`config.mk`:
```
export PLATFORM = sky130hd
export DESIGN_NAME = ula_multiciclo
export DESIGN_NICKNAME = d
export VERILOG_FILES = /design/src/rtl/ula_pkg.sv /design/src/rtl/ula_iter_core.sv /design/src/rtl/ula_multiciclo.sv
export SDC_FILE = /design/constraint.sdc
export NUM_CORES = 1
export LEC_CHECK = 0
export CAP_MARGIN = 20
export CORE_ASPECT_RATIO = 0.5
export CORE_MARGIN = 2
export CORE_UTILIZATION = 53
export CTS_CLUSTER_DIAMETER = 100
export DETAILED_ROUTE_END_ITERATION = 7
export GPL_TIMING_DRIVEN = 1
export PLACE_DENSITY_LB_ADDON = 0.1
export SLEW_MARGIN = 10
export SYNTH_ARGS = -nofsm -noshare
export SYNTH_HDL_FRONTEND = slang
export SYNTH_SLANG_ARGS = --single-unit
```
`constraint.sdc`:
```
create_clock -name clock -period 3.25 [get_ports clock]
set_input_delay 0.65 -clock clock [delete_from_list [all_inputs] [get_ports clock]]
set_output_delay 0.65 -clock clock [all_outputs]
set_load 0.01 [all_outputs]
```
`src/rtl/ula_pkg.sv`:
```
// ---------------------------------------------------------------------------
// ula_pkg
// Shared definitions for the multi-cycle ULA: opcode encodings, FSM state
// encoding and a small helper that decides whether an accepted request
// needs the iterative datapath.
// ---------------------------------------------------------------------------
package ula_pkg;

   // Opcodes 000/001 keep the meaning of the old single-cycle OpULA 0/1
   localparam logic [2:0] OP_ADD = 3'b000;
   localparam logic [2:0] OP_SUB = 3'b001;
   localparam logic [2:0] OP_AND = 3'b010;
   localparam logic [2:0] OP_OR  = 3'b011;
   localparam logic [2:0] OP_SLT = 3'b100;
   localparam logic [2:0] OP_SHL = 3'b101;
   localparam logic [2:0] OP_MUL = 3'b110;
   localparam logic [2:0] OP_DIV = 3'b111;

   typedef enum logic {
      ST_IDLE = 1'b0,
      ST_EXEC = 1'b1
   } state_t;

   // MUL always iterates; DIV only iterates when there is a real divisor,
   // a zero divisor is answered immediately with the div_zero result.
   function automatic logic is_iterative(input logic [2:0] op, input logic b_nonzero);
      return (op == OP_MUL) || ((op == OP_DIV) && b_nonzero);
   endfunction

endpackage

```
`src/rtl/ula_iter_core.sv`:
```
// ---------------------------------------------------------------------------
// ula_iter_core
// Iterative unsigned multiply / divide datapath shared by MUL and DIV.
//   MUL: shift-add, {hi,lo} starts as {0,a}, b is the multiplicand.
//        After WIDTH steps {hi,lo} is the 2*WIDTH-bit product.
//   DIV: restoring division, {hi,lo} starts as {0,a}, b is the divisor.
//        After WIDTH steps lo is the quotient and hi the remainder.
// Ports:
//   clock, reset      : rising-edge clock, synchronous active-high reset
//   load              : capture operands and mode, clear the accumulator
//   step              : perform one iteration
//   div_mode_in       : 1 = divide, 0 = multiply (sampled on load)
//   a, b              : operands (sampled on load)
//   lo, hi            : current low/high registers
//   lo_next, hi_next  : value the registers take on the next step, so the
//                       controller can capture the final result on the
//                       same edge as the last iteration
// ---------------------------------------------------------------------------
module ula_iter_core
   import ula_pkg::*;
#(
   parameter int WIDTH = 8
) (
   input  logic             clock,
   input  logic             reset,
   input  logic             load,
   input  logic             step,
   input  logic             div_mode_in,
   input  logic [WIDTH-1:0] a,
   input  logic [WIDTH-1:0] b,
   output logic [WIDTH-1:0] lo,
   output logic [WIDTH-1:0] hi,
   output logic [WIDTH-1:0] lo_next,
   output logic [WIDTH-1:0] hi_next
);

   logic [WIDTH-1:0] divisor;
   logic             div_mode;
   logic [WIDTH:0]   mul_sum;
   logic [WIDTH:0]   shifted;
   logic             fits;

   // Next-step computation for both algorithms. For MUL the multiplier bit
   // leaving lo[0] decides whether the multiplicand is added into hi, then
   // the whole {carry,hi,lo} shifts right. For DIV the next dividend bit is
   // shifted into the partial remainder and the divisor is subtracted only
   // when it fits, which sets the new quotient bit.
   always_comb begin
      mul_sum = {1'b0, hi} + (lo[0] ? {1'b0, divisor} : {(WIDTH+1){1'b0}});
      shifted = {hi, lo[WIDTH-1]};
      fits    = (shifted >= {1'b0, divisor});
      lo_next = lo;
      hi_next = hi;
      if (div_mode) begin
         if (fits) begin
            hi_next = WIDTH'(shifted - {1'b0, divisor});
            lo_next = {lo[WIDTH-2:0], 1'b1};
         end else begin
            hi_next = shifted[WIDTH-1:0];
            lo_next = {lo[WIDTH-2:0], 1'b0};
         end
      end else begin
         hi_next = mul_sum[WIDTH:1];
         lo_next = {mul_sum[0], lo[WIDTH-1:1]};
      end
   end

   // Register update: load has priority over step so a new operation always
   // starts from a clean accumulator.
   always_ff @(posedge clock) begin
      if (reset) begin
         lo       <= '0;
         hi       <= '0;
         divisor  <= '0;
         div_mode <= 1'b0;
      end else if (load) begin
         lo       <= a;
         hi       <= '0;
         divisor  <= b;
         div_mode <= div_mode_in;
      end else if (step) begin
         lo <= lo_next;
         hi <= hi_next;
      end
   end

endmodule

```
`src/rtl/ula_multiciclo.sv`:
```
// ---------------------------------------------------------------------------
// ula_multiciclo
// Parametrised multi-cycle ULA for the nRisc datapath. Single-cycle ops
// (ADD, SUB, AND, OR, SLT, SHL, DIV by zero) answer on the edge after start;
// MUL and DIV run WIDTH iterations in ula_iter_core behind busy.
// Ports:
//   clock, reset : rising-edge clock, synchronous active-high reset
//   start        : request, only looked at while busy = 0
//   op, a, b     : opcode and operands, latched on an accepted start
//   result       : low result word (quotient for DIV)
//   result_hi    : MUL high word / DIV remainder, 0 for other ops
//   zero         : result == 0 (MUL: whole product == 0)
//   carry        : ADD carry-out / SUB borrow
//   overflow     : ADD/SUB signed overflow, MUL high word nonzero
//   div_zero     : DIV with b = 0
//   busy         : iterative op in progress
//   done         : one-cycle pulse, outputs valid from this cycle
// ---------------------------------------------------------------------------
module ula_multiciclo
   import ula_pkg::*;
#(
   parameter  int WIDTH = 8,
   localparam int CNT_W = $clog2(WIDTH) + 1
) (
   input  logic             clock,
   input  logic             reset,
   input  logic             start,
   input  logic [2:0]       op,
   input  logic [WIDTH-1:0] a,
   input  logic [WIDTH-1:0] b,
   output logic [WIDTH-1:0] result,
   output logic [WIDTH-1:0] result_hi,
   output logic             zero,
   output logic             carry,
   output logic             overflow,
   output logic             div_zero,
   output logic             busy,
   output logic             done
);

   localparam logic [WIDTH-1:0] WVAL = WIDTH'(WIDTH);
   localparam int               MSB  = WIDTH - 1;

   state_t           state;
   logic [CNT_W-1:0] cnt;
   logic             mul_q;

   logic             iter_req;
   logic             core_load;
   logic             core_step;
   logic [WIDTH-1:0] core_lo;
   logic [WIDTH-1:0] core_hi;
   logic [WIDTH-1:0] core_lo_next;
   logic [WIDTH-1:0] core_hi_next;

   logic [WIDTH:0]   add_full;
   logic [WIDTH:0]   sub_full;
   logic [WIDTH-1:0] shamt;
   logic [WIDTH-1:0] s_res;
   logic [WIDTH-1:0] s_hi;
   logic             s_zero;
   logic             s_carry;
   logic             s_ovf;
   logic             s_dz;
   logic             i_zero;
   logic             i_ovf;

   // Request decode and core controls. The core is loaded only on the edge
   // that accepts an iterative op and steps every EXEC cycle.
   always_comb begin
      iter_req  = is_iterative(op, |b);
      core_load = (state == ST_IDLE) && start && iter_req;
      core_step = (state == ST_EXEC);
   end

   ula_iter_core #(.WIDTH(WIDTH)) u_core (
      .clock       (clock),
      .reset       (reset),
      .load        (core_load),
      .step        (core_step),
      .div_mode_in (op == OP_DIV),
      .a           (a),
      .b           (b),
      .lo          (core_lo),
      .hi          (core_hi),
      .lo_next     (core_lo_next),
      .hi_next     (core_hi_next)
   );

   // Single-cycle results and flags, computed straight from the live inputs
   // because they are only captured on the accepting edge. Carry for SUB is
   // the borrow out of the extended subtraction, which equals a < b unsigned.
   always_comb begin
      add_full = {1'b0, a} + {1'b0, b};
      sub_full = {1'b0, a} - {1'b0, b};
      shamt    = b % WVAL;
      s_res    = '0;
      s_hi     = '0;
      s_carry  = 1'b0;
      s_ovf    = 1'b0;
      s_dz     = 1'b0;
      case (op)
         OP_ADD: begin
            s_res   = add_full[WIDTH-1:0];
            s_carry = add_full[WIDTH];
            s_ovf   = (a[MSB] == b[MSB]) && (add_full[MSB] != a[MSB]);
         end
         OP_SUB: begin
            s_res   = sub_full[WIDTH-1:0];
            s_carry = sub_full[WIDTH];
            s_ovf   = (a[MSB] != b[MSB]) && (sub_full[MSB] != a[MSB]);
         end
         OP_AND: s_res = a & b;
         OP_OR:  s_res = a | b;
         OP_SLT: s_res = {{(WIDTH-1){1'b0}}, ($signed(a) < $signed(b))};
         OP_SHL: s_res = a << shamt;
         OP_DIV: begin
            s_res = '1;
            s_hi  = a;
            s_dz  = 1'b1;
         end
         default: s_res = '0;
      endcase
      s_zero = (s_res == '0);
   end

   // Flags for the iterative ops use the core's next value, since the final
   // iteration and the output capture happen on the same edge.
   always_comb begin
      i_zero = mul_q ? ((core_lo_next == '0) && (core_hi_next == '0))
                     : (core_lo_next == '0);
      i_ovf  = mul_q && (core_hi_next != '0);
   end

   // Control FSM and output registers. Outputs change only on a done edge
   // (or reset), so they hold through EXEC. A start seen in EXEC is simply
   // not decoded, which makes it side-effect free.
   always_ff @(posedge clock) begin
      if (reset) begin
         state     <= ST_IDLE;
         cnt       <= '0;
         mul_q     <= 1'b0;
         result    <= '0;
         result_hi <= '0;
         zero      <= 1'b0;
         carry     <= 1'b0;
         overflow  <= 1'b0;
         div_zero  <= 1'b0;
         busy      <= 1'b0;
         done      <= 1'b0;
      end else begin
         done <= 1'b0;
         case (state)
            ST_IDLE: begin
               if (start) begin
                  if (iter_req) begin
                     state <= ST_EXEC;
                     busy  <= 1'b1;
                     cnt   <= CNT_W'(WIDTH);
                     mul_q <= (op == OP_MUL);
                  end else begin
                     result    <= s_res;
                     result_hi <= s_hi;
                     zero      <= s_zero;
                     carry     <= s_carry;
                     overflow  <= s_ovf;
                     div_zero  <= s_dz;
                     done      <= 1'b1;
                  end
               end
            end
            ST_EXEC: begin
               cnt <= cnt - CNT_W'(1);
               if (cnt == CNT_W'(1)) begin
                  state     <= ST_IDLE;
                  busy      <= 1'b0;
                  done      <= 1'b1;
                  result    <= core_lo_next;
                  result_hi <= core_hi_next;
                  zero      <= i_zero;
                  carry     <= 1'b0;
                  overflow  <= i_ovf;
                  div_zero  <= 1'b0;
               end
            end
            default: state <= ST_IDLE;
         endcase
      end
   end

endmodule

```
==> metrics.md, run 1 <==
| Metric | Value |
|---|---|
| Port Buffer Count | `43` |
| Crit-path slowest cell | `clkdlybuf4s50_1` |
| Max Slew Vio Count | `0` |
| Max-cap violation count | `0` |
| Syn-to-layout area delta | `27.45%` |
| EDFF count, synth | `0` |
| Num CTS Buffers | `5` |
| Die span in x | `135.9 microns` |
| GPL Wtd Cong | `0.9603` |
| DIE HEIGHT | `69.97 microns` |
| Die Area | `0.009512 sq mm` |
| Placed Cells incl. Taps | `797` |
| Design area | `slightly below 0.006 sq mm` |
| I/O Pins | `44` |
| Synth Area in Simple Gates | `0.2156` |
| Req. time, crit path | `3.45 ns` |
| Grt ovf | `0` |
| Syn Std Cell Area | `0.004613 sq mm` |
| Post-Synth Adder-Cell Area | `0.1421` |
| Fraction of synthesized cell area in xor and xnor cells | `0.03417` |
| Synth Area per Inst | `7.727 sq um` |
| Initial Utilization | `0.5605` |
| Synth Warn # | `0` |
| Post-place setup slack | `-0.2882 ns` |
| Final Setup Violations | `0` |
| First-pass GRT wire length | `22680 microns` |
| CP Class | `input port to flop` |
| Routed vias | `4876` |
| Clock Tree Root | `clkbuf_16` |
| Layout filler cell count | `712` |
| Core Area | `0.008230 sq mm` |
| Leading area contributor after synthesis | `dfxtp_1` |
| Final wirelength | `roughly 14000 microns` |
| Most common cell after layout, fill and taps aside | `buf_4` |
| CP Capture Point | `zero$_SDFFE_PP0P_` |
| Leak | `roughly 2.4 nW` |
| Clock-pin slew on the worst setup and hold paths | `approximately 0.060 ns` |
| Nets | `765` |
| Synth async-reset ratio | `0` |
| Vias in the first global route | `4490` |
| Gr usage total | `0.2994` |
| CTS tree | `built` |
| Synth top area share | `0.2300` |
| Initial DRC Count | `331` |
| Crit Path Max Fanout | `2` |
| Crit-path cells | `clkdlybuf4s50_1 > inv_1 > ha_4 > a21o_1 > a211o_1 > o21a_1 > xnor2_1 > nor2_1 > a221oi_2 > nand4b_1 > or4_4 > a311oi_2` |
| Power per cell area | `about 320 mW/mm^2` |
| Yosys cell types | `66` |
| Worst Hold Class | `flop to flop` |
| R2r setup slk | `0.15 ns` |
| Pin count of the biggest net entering global routing | `42` |
| CP arrival | `about 3.4 ns` |
| Yosys reg bits | `53` |
| # DRC | `0` |
| Clk_lat worst skew | `0.29 ns` |
| Relative slew slack | `0.5224` |
| DP Wirelength | `11000 microns` |
| H-tree Lvls | `2` |
| DR WL/cell | `17.63 microns` |
| Worst clock skew | `0.006138 ns` |
| Most frequent cells in the layout | `buf_4 (74), nor2_1 (69), nand2_1 (56)` |
| Fmax | `~310 MHz` |
| FP Rows | `23` |
| Clock Sinks | `53` |
| Non-Filler Instances | `805` |
| # diodes | `0` |
| Mapped Cells | `around 600` |
| Compound-Gate Fraction of Synth Area | `0.2536` |
| Fin. Hold Viols | `0` |
| Reg2reg start | `u_core.lo[7]$_SDFFE_PP0P_` |
| Fin Setup TNS | `0 ns` |
| Startpoint types | `input port` |
| Worst slew pin tran | `0.7064 ns` |
| Worst Reg-to-Reg Cells | `12` |
| Reg2Reg Capture Point | `zero$_SDFFE_PP0P_` |
| Post-DP Area | `0.005602 sq mm` |
| Final Critical Period | `3.183 ns` |
| Top post-synthesis cells by area | `dfxtp_1 (23%), ha_1 (12%), a21oi_1 (5.9%)` |
| First-pass detailed-route iteration total | `6` |
| Layout cells sized above 1 | `0.1861` |
| Worst setup margin | `approximately 0.067 ns` |
| Largest family of logic cells by synthesized area | `compound AO/OA/AOI/OAI gates` |
| CTS Buffer Depth | `2` |
| Post-synth top flop | `dfxtp_1` |
| Max incr delay on CP | `0.49 ns` |
| Setup crit start | `a[1]` |
| Routed Antenna Nets | `0` |
| Final Cycle Share | `0.9794` |
| Multiplexer share of the synthesized area | `0.05424` |
| Syn Nets | `~670` |
| CP endpoint kind | `flop` |
| Worst vdd ir | `214.0 uV` |
| Vias per Instance | `6.057` |
| Initial antenna violation count | `0` |
| Status | `completed` |
| CTS Hold Buffers Added | `0` |
| Seq/Total Area, Yosys | `0.2300` |
==> state kept, by name, indices dropped and copies added, names as in the netlist, 4 cells and up <==
name,flops
result,8
result_hi,8
u_core.divisor,8
u_core.hi,8
u_core.lo,8
cnt,4
==> synth_stat cells, types with 4 or more instances <==
| library cell | instances |
|---|---|
| nor2_1 | 69 |
| a31oi_1 | 5 |
| clkbuf_1 | 22 |
| nand2b_1 | 6 |
| nor2b_1 | 7 |
| nand4_1 | 5 |
| dfxtp_1 | 53 |
| nor3_1 | 18 |
| ha_1 | 46 |
| a211oi_1 | 27 |
| mux2i_1 | 16 |
| a221oi_1 | 10 |
| clkbuf_8 | 5 |
| o21a_1 | 4 |
| a21o_1 | 6 |
| nor3b_1 | 4 |
| xnor2_1 | 14 |
| o211ai_1 | 6 |
| xor2_1 | 4 |
| fa_1 | 4 |
| o21ai_0 | 28 |
| a21oi_1 | 54 |
| mux4_2 | 4 |
| nand2_1 | 56 |
| inv_1 | 39 |
| nand3_1 | 11 |
| and2_1 | 10 |
| o22ai_1 | 5 |
==> logic make-up after synthesis <==
logic type	after synthesis
and+or+nand+nor	207
muxes	20
xor gates and xnor gates	18
adders and majority gates	50
DFF	53
buffers and inverters	72
AOI/OAI and AO/OA	177
==> power by group <==
group / switching, W / internal (W) / total (W)
registers: 0.0000254 / 0.000682 / 0.000708
clock network: 0.000222 / 0.000303 / 0.000525
logic: 0.000326 / 0.000299 / 0.000625
total: 0.000574 / 0.00128 / 0.00186
==> area by class of cell <==
class	count	area, sq um	area share
repair buffers	120	1036	0.1762
flip-flops and latches	53	1064	0.1809
clock buffers	7	142.6	0.02426
multi-input cells	472	3343	0.5686
inverters	41	153.9	0.02618
well taps	112	140.1	0.02383
==> per-stage QoR <==
step	power, W	util	hold slack (ns)
5_1_grt	0.001948	0.7144	0.4894
6_report	0.001858	0.7144	0.4605
2_1_floorplan	0.001056	-	0.4319
3_3_place_gp	0.001308	0.6806	0.4456
4_1_cts	0.001835	0.6987	0.4611
3_5_place_dp	0.001315	0.6806	0.4546
==> worst min path at each step <==
stage                            from                endpoint  slack, ns  depth (start not counted)
3_3_place_gp       mul_q$_SDFFE_PP0P_      mul_q$_SDFFE_PP0P_       0.45                          2
4_1_cts            mul_q$_SDFFE_PP0P_      mul_q$_SDFFE_PP0P_       0.46                          2
5_1_grt        result[7]$_SDFFE_PP0P_  result[7]$_SDFFE_PP0P_       0.49                          2
3_5_place_dp       mul_q$_SDFFE_PP0P_      mul_q$_SDFFE_PP0P_       0.45                          2
2_1_floorplan      mul_q$_SDFFE_PP0P_      mul_q$_SDFFE_PP0P_       0.43                          2
6_report       result[1]$_SDFFE_PP0P_  result[1]$_SDFFE_PP0P_       0.46                          2
==> per-layer routing <==
metal	up-vias	part of all wire	wire, microns	global-route usage
met5	-	0	0	0
met4	0	0.016	223	0.06713
met3	32	0.084	1195	0.05229
met2	206	0.45	6400	0.4759
met1	2305	0.45	6377	0.4236
li1	2333	-	-	-
==> worst max-delay path: cells and delay by family <==
family	cells	cell delay [ns]
fa+ha+maj	1	0.25
compound gates	5	1.01
simple gates	3	0.70
xor+xnor	1	0.17
buf+inv	2	0.59
==> what timing repair did <==
item	in CTS	in global routing
pin swaps	0	10
setup buffers	0	1
gates resized for setup	2	34
endpoints found under the setup margin	1	2
No activity file was read; power rests on OpenSTA's default activity.
==> inputs of run 2 (changes only) <==
GPL_ROUTABILITY_DRIVEN = 0   (was default)
==> metrics.md, run 2 (synthesis gave the netlist of run 1 again) <==
| Metric | Value |
|---|---|
| Gr usage total | `0.2970` |
| Port Buffer Count | `43` |
| DR WL/cell | `17.17 microns` |
| Req. time, crit path | `between 3 and 4 ns` |
| Register area | `0.001062 sq mm` |
| CP Class | `input port to flop` |
| First-pass GRT wire length | `22350 microns` |
| Grt ovf | `0` |
| Nets | `763` |
| Fmax | `315.2 MHz` |
| Vias in the first global route | `approximately 4.5k` |
| WHS Path Cells | `2` |
| Worst slew pin tran | `0.5732 ns` |
| First-pass detailed-route iteration total | `5` |
| # DRC | `0` |
| Layout cells sized above 1 | `0.1633` |
| Logic pwr share | `0.329` |
| Final Cycle Share | `0.9761` |
| I/O Pins | `44` |
| Initial antenna violation count | `0` |
| Sequential Power Share | `0.382` |
| Most frequent cells in the layout | `buf_4 (74), nor2_1 (69), nand2_1 (56)` |
| CTS Hold Buffers Added | `0` |
| CP endpoint kind | `flop` |
| Routed Antenna Nets | `0` |
| Die span in x | `135.9 microns` |
| CTS tree | `built` |
| DP Wirelength | `11030 microns` |
| Initial DRC Count | `407` |
| Final Critical Period | `3.172 ns` |
| Sw Ratio | `0.3196` |
| Most common cell after layout, fill and taps aside | `buf_4` |
| Crit Path Max Fanout | `3` |
| Final wirelength | `roughly 14000 microns` |
| Relative slew slack | `0.6165` |
| Status | `completed` |
| Pin count of the biggest net entering global routing | `38` |
| Power Total | `0.001848 W` |
| Clock-pin slew on the worst setup and hold paths | `around 0.070 ns` |
| Worst Hold Class | `flop to flop` |
| Routed vias | `around 4.7k` |
| DIE HEIGHT | `around 70 microns` |
| Vias per Instance | `a little under 6` |
| Max Slew Vio Count | `0` |
| Reg2reg start | `u_core.divisor[2]$_SDFFE_PP0P_` |
| Hold Crit Start | `result[6]$_SDFFE_PP0P_` |
| FP Rows | `23` |
| Clock share of power | `0.289` |
| Syn-to-layout area delta | `25.49%` |
| RSZ-0062 raised after global routing | `yes` |
| Die Area | `0.009512 sq mm` |
| Max-cap violation count | `0` |
| Clock Tree Root | `clkbuf_16` |
| Layout filler cell count | `712` |
| Post-DP Area | `0.005594 sq mm` |
| Setup bufs post-CTS | `0` |
| Setup crit start | `b[0]` |
| Design area | `slightly below 0.006 sq mm` |
| Power per cell area | `~320 mW/mm^2` |
| H-tree Lvls | `2` |
| Final Setup Violations | `0` |
| Worst clock skew | `0.005656 ns` |
| Multi-input gate area | `0.003281 sq mm` |
| Core Area | `0.008230 sq mm` |
| # diodes | `0` |
| Psw | `0.0005907 W` |
| CP arrival | `3.39 ns` |
| Num CTS Buffers | `5` |
| Fin. Hold Viols | `0` |
| Startpoint types | `input port` |
| Worst Reg-to-Reg Cells | `11` |
| CTS Buffer Depth | `2` |
| Clock Sinks | `53` |
| Leak | `around 2.4 nW` |
| Initial Utilization | `0.5605` |
| Int Pwr | `around 0.0013 W` |
| Clk_lat worst skew | `0.30 ns` |
| Worst vdd ir | `220.7 uV` |
## run 2: changes by cell type in the layout (fill, tap and decap cells not counted), moves of 3 or more
cell      delta
a211oi_1     +3
ha_1         +6
a211oi_2     -3
ha_2         -4
## run 2: per-stage QoR
step	setup WS, ns	TNS [ns]	util	hold slack [ns]	instances
final	0.07782	0	0.7034	0.4598	804
after global routing	-0.09348	-0.09348	0.7034	0.4967	804
after CTS	0.03551	0	0.6987	0.4625	804
after detailed placement	-0.3080	-0.6294	0.6797	0.4525	796
after global placement	-0.2378	-0.3883	0.6797	0.4437	796
after floorplan	0.1558	0	-	0.4319	597
## run 2: power by group through the flow
stage | registers [W] | clock network, W | logic, W
2_1_floorplan | 0.000723 | 0 | 0.000333
3_3_place_gp | 0.000720 | 0 | 0.000583
3_5_place_dp | 0.000720 | 0 | 0.000590
4_1_cts | 0.000706 | 0.000533 | 0.000595
5_1_grt | 0.000710 | 0.000565 | 0.000662
6_report | 0.000706 | 0.000534 | 0.000608
## run 2: timing repair
item / CTS / global route
gates resized for setup: 3 / 13
pin swaps: 0 / 4
setup endpoints to repair: 1 / 3
hold endpoints to repair: 0 / 0
## run 2: cell type report
cell class | instances | area share
Sequential cell | 53 | 0.1835
Clock inverter | 2 | 0.002593
Multi-Input combinational cell | 472 | 0.5667
Inverter | 41 | 0.02658
Timing Repair Buffer | 118 | 0.1742
Tap cell | 112 | 0.02421
Clock buffer | 6 | 0.02226
## run 2: metal layers
metal,share of wire,GRT usage
met1,0.45,0.4135
met2,0.45,0.4753
met3,0.089,0.04938
met4,0.014,0.08102
met5,0,0
## run 2: critical path, cell delays in order
cell,delay [ns]
clkdlybuf4s50_1,0.45
ha_1,0.25
fa_1,0.41
nand3_1,0.11
a21oi_1,0.08
o21a_1,0.17
nor2_1,0.14
mux2i_1,0.12
xnor2_1,0.14
o21ai_0,0.11
or4_1,0.53
a311oi_2,0.23
## run 2: worst paths after layout
check	slack [ns]	end
max	0.08	zero$_SDFFE_PP0P_
min	0.46	result[6]$_SDFFE_PP0P_
max reg2reg	0.13	zero$_SDFFE_PP0P_
min reg2reg	0.46	result[6]$_SDFFE_PP0P_
==> inputs of run 3 (changes only) <==
CELL_PAD_IN_SITES_DETAIL_PLACEMENT = 0   (was default)
CELL_PAD_IN_SITES_GLOBAL_PLACEMENT = 1   (was default)
CORE_UTILIZATION = 39   (was 53)
clock period = 2.7 ns   (was 3.25 ns; I/O delays follow)
==> metrics.md, run 3 (synthesis gave the netlist of run 1 again) <==
| Metric | Value |
|---|---|
| Die Area | `0.01277 sq mm` |
| Most common cell after layout, fill and taps aside | `buf_4` |
| Relative slew slack | `0.5960` |
| Fmax | `~340 MHz` |
| # DRC | `0` |
| Non-Filler Instances | `948` |
| Worst vdd ir | `219.0 uV` |
| Pin count of the biggest net entering global routing | `29` |
| RSZ-0062 raised after global routing | `yes` |
| DP Wirelength | `12650 microns` |
| Clock Tree Root | `clkbuf_16` |
| Req. time, crit path | `~2.9 ns` |
| Core Area | `between 0.01 and 0.015 sq mm` |
| Worst Hold Class | `flop to flop` |
| # diodes | `0` |
| Worst setup margin | `-0.2171 ns` |
| Vias per Instance | `around 5.3` |
| Worst slew pin tran | `0.5976 ns` |
| Port Buffer Count | `43` |
| Initial DRC Count | `~310` |
| Fin Setup TNS | `-0.3786 ns` |
| Routed vias | `5033` |
| Power per cell area | `~360 mW/mm^2` |
| Max Slew Vio Count | `0` |
| Crit-path slowest cell | `or3b_4` |
| Setup crit start | `u_core.divisor[3]$_SDFFE_PP0P_` |
| Final wirelength | `~16000 microns` |
| Vias in the first global route | `4720` |
| Die span in x | `157.8 microns` |
| Placed Cells incl. Taps | `approximately 920` |
| DIE HEIGHT | `80.91 microns` |
| First-pass detailed-route iteration total | `5` |
| Initial Utilization | `0.3954` |
| Final Critical Period | `2.917 ns` |
| CP endpoint kind | `flop` |
| Num CTS Buffers | `5` |
| Final Setup Violations | `2` |
| Reg2reg start | `u_core.divisor[3]$_SDFFE_PP0P_` |
| Clk_lat worst skew | `0.29 ns` |
| Fin. Hold Viols | `0` |
| Initial antenna violation count | `0` |
| Layout cells sized above 1 | `0.3231` |
| Crit Path Max Fanout | `4` |
| Grt ovf | `0` |
| CTS Buffer Depth | `2` |
| CTS Hold Buffers Added | `0` |
| Startpoint types | `flop` |
| Failing checks | `negative setup slack` |
| Status | `complete, but fails checks` |
| Clock Sinks | `53` |
| I/O Pins | `44` |
| CP arrival | `3.13 ns` |
| Max incr delay on CP | `0.41 ns` |
| Nets | `about 850` |
| Leak | `around 2.9 nW` |
| CP Class | `flop to flop` |
| Worst clock skew | `0.003731 ns` |
| H-tree Lvls | `2` |
| Final Cycle Share | `1.080` |
| Most frequent cells in the layout | `buf_4 (162), nor2_1 (68), nand2_1 (56)` |
| Clock-pin slew on the worst setup and hold paths | `0.07 ns` |
| CTS tree | `built` |
| Gr usage total | `0.2527` |
| FP Rows | `28` |
| Max-cap violation count | `0` |
| First-pass GRT wire length | `24810 microns` |
| Syn-to-layout area delta | `48.77%` |
| Hold Crit Start | `result[1]$_SDFFE_PP0P_` |
| Routed Antenna Nets | `0` |
| Crit-path cells | `inv_1 > ha_1 > a211oi_4 > o21ai_4 > a21o_1 > buf_4 > a211oi_2 > o22ai_1 > nor4_4 > a31oi_4 > or3b_4 > a311oi_2` |
| DR WL/cell | `16.77 microns` |
-- run 3: cell types whose count changed in the layout (fill, tap and decap cells not counted), sizes merged --
cell	change
clkdlybuf4s50	-9
clkdlybuf4s15	+1
clkinv	+1
dlymetal6s2s	+1
clkinvlp	-2
dlygate4sd2	+6
buf	+91
clkbuf	+2
-- run 3: per-stage QoR --
step / hold slack, ns / utilization / power [W] / cell area [sq um] / setup slack [ns]
final: 0.4611 / 0.5883 / 0.002443 / 6863 / -0.2171
after global routing: 0.4903 / 0.5883 / 0.002567 / 6863 / -0.3971
after CTS: 0.4667 / 0.5716 / 0.002399 / 6669 / -0.3383
after detailed placement: 0.4577 / 0.5415 / 0.001680 / 6317 / -0.7993
after global placement: 0.4484 / 0.5415 / 0.001676 / 6317 / -0.6660
after floorplan: 0.4319 / - / 0.001286 / 4718 / -0.03380
-- run 3: worst paths after layout --
check	end	slack, ns	cells past startpoint
setup / recovery	zero$_SDFFE_PP0P_	-0.22	12
setup reg to reg	zero$_SDFFE_PP0P_	-0.22	12
hold reg to reg	result[1]$_SDFFE_PP0P_	0.46	2
hold / removal	result[1]$_SDFFE_PP0P_	0.46	2
-- run 3: area by class of cell --
cell class	instances	area [sq um]
Sequential cell	53	1065
Inverter	41	161.4
Clock inverter	1	5.005
Timing Repair Buffer	209	1710
Multi-Input combinational cell	472	3562
Tap cell	165	206.4
Fill cell	1070	4803
Clock buffer	7	152.6
-- run 3: repair_timing --
item | 4_1_cts | 5_1_grt
pin swaps | 20 | 28
endpoints found under the setup margin | 28 | 23
setup buffers | 10 | 7
gates resized for setup | 42 | 30
-- run 3: metal layers --
| layer | GRT usage | vias to the layer above | wire length (microns) |
|---|---|---|---|
| met4 | 0.06182 | 0 | 235 |
| li1 | - | 2515 | - |
| met3 | 0.02828 | 21 | 640 |
| met5 | 0 | - | 0 |
| met2 | 0.4061 | 115 | 7157 |
| met1 | 0.3629 | 2382 | 7868 |
-- run 3: critical path, delay by kind of cell (launching register included) --
kind / cells / cell delay (ns)
simple gates: 2 / 0.74
flops: 1 / 0.38
compound gates: 7 / 1.28
buf+inv: 2 / 0.21
fa+ha+maj: 1 / 0.23
-- run 3: power breakdown --
part,total (W),switching [W],internal (W)
Sequential,0.000849,0.0000283,0.000821
Combinational,0.000902,0.000445,0.000458
Clock,0.000692,0.000298,0.000394
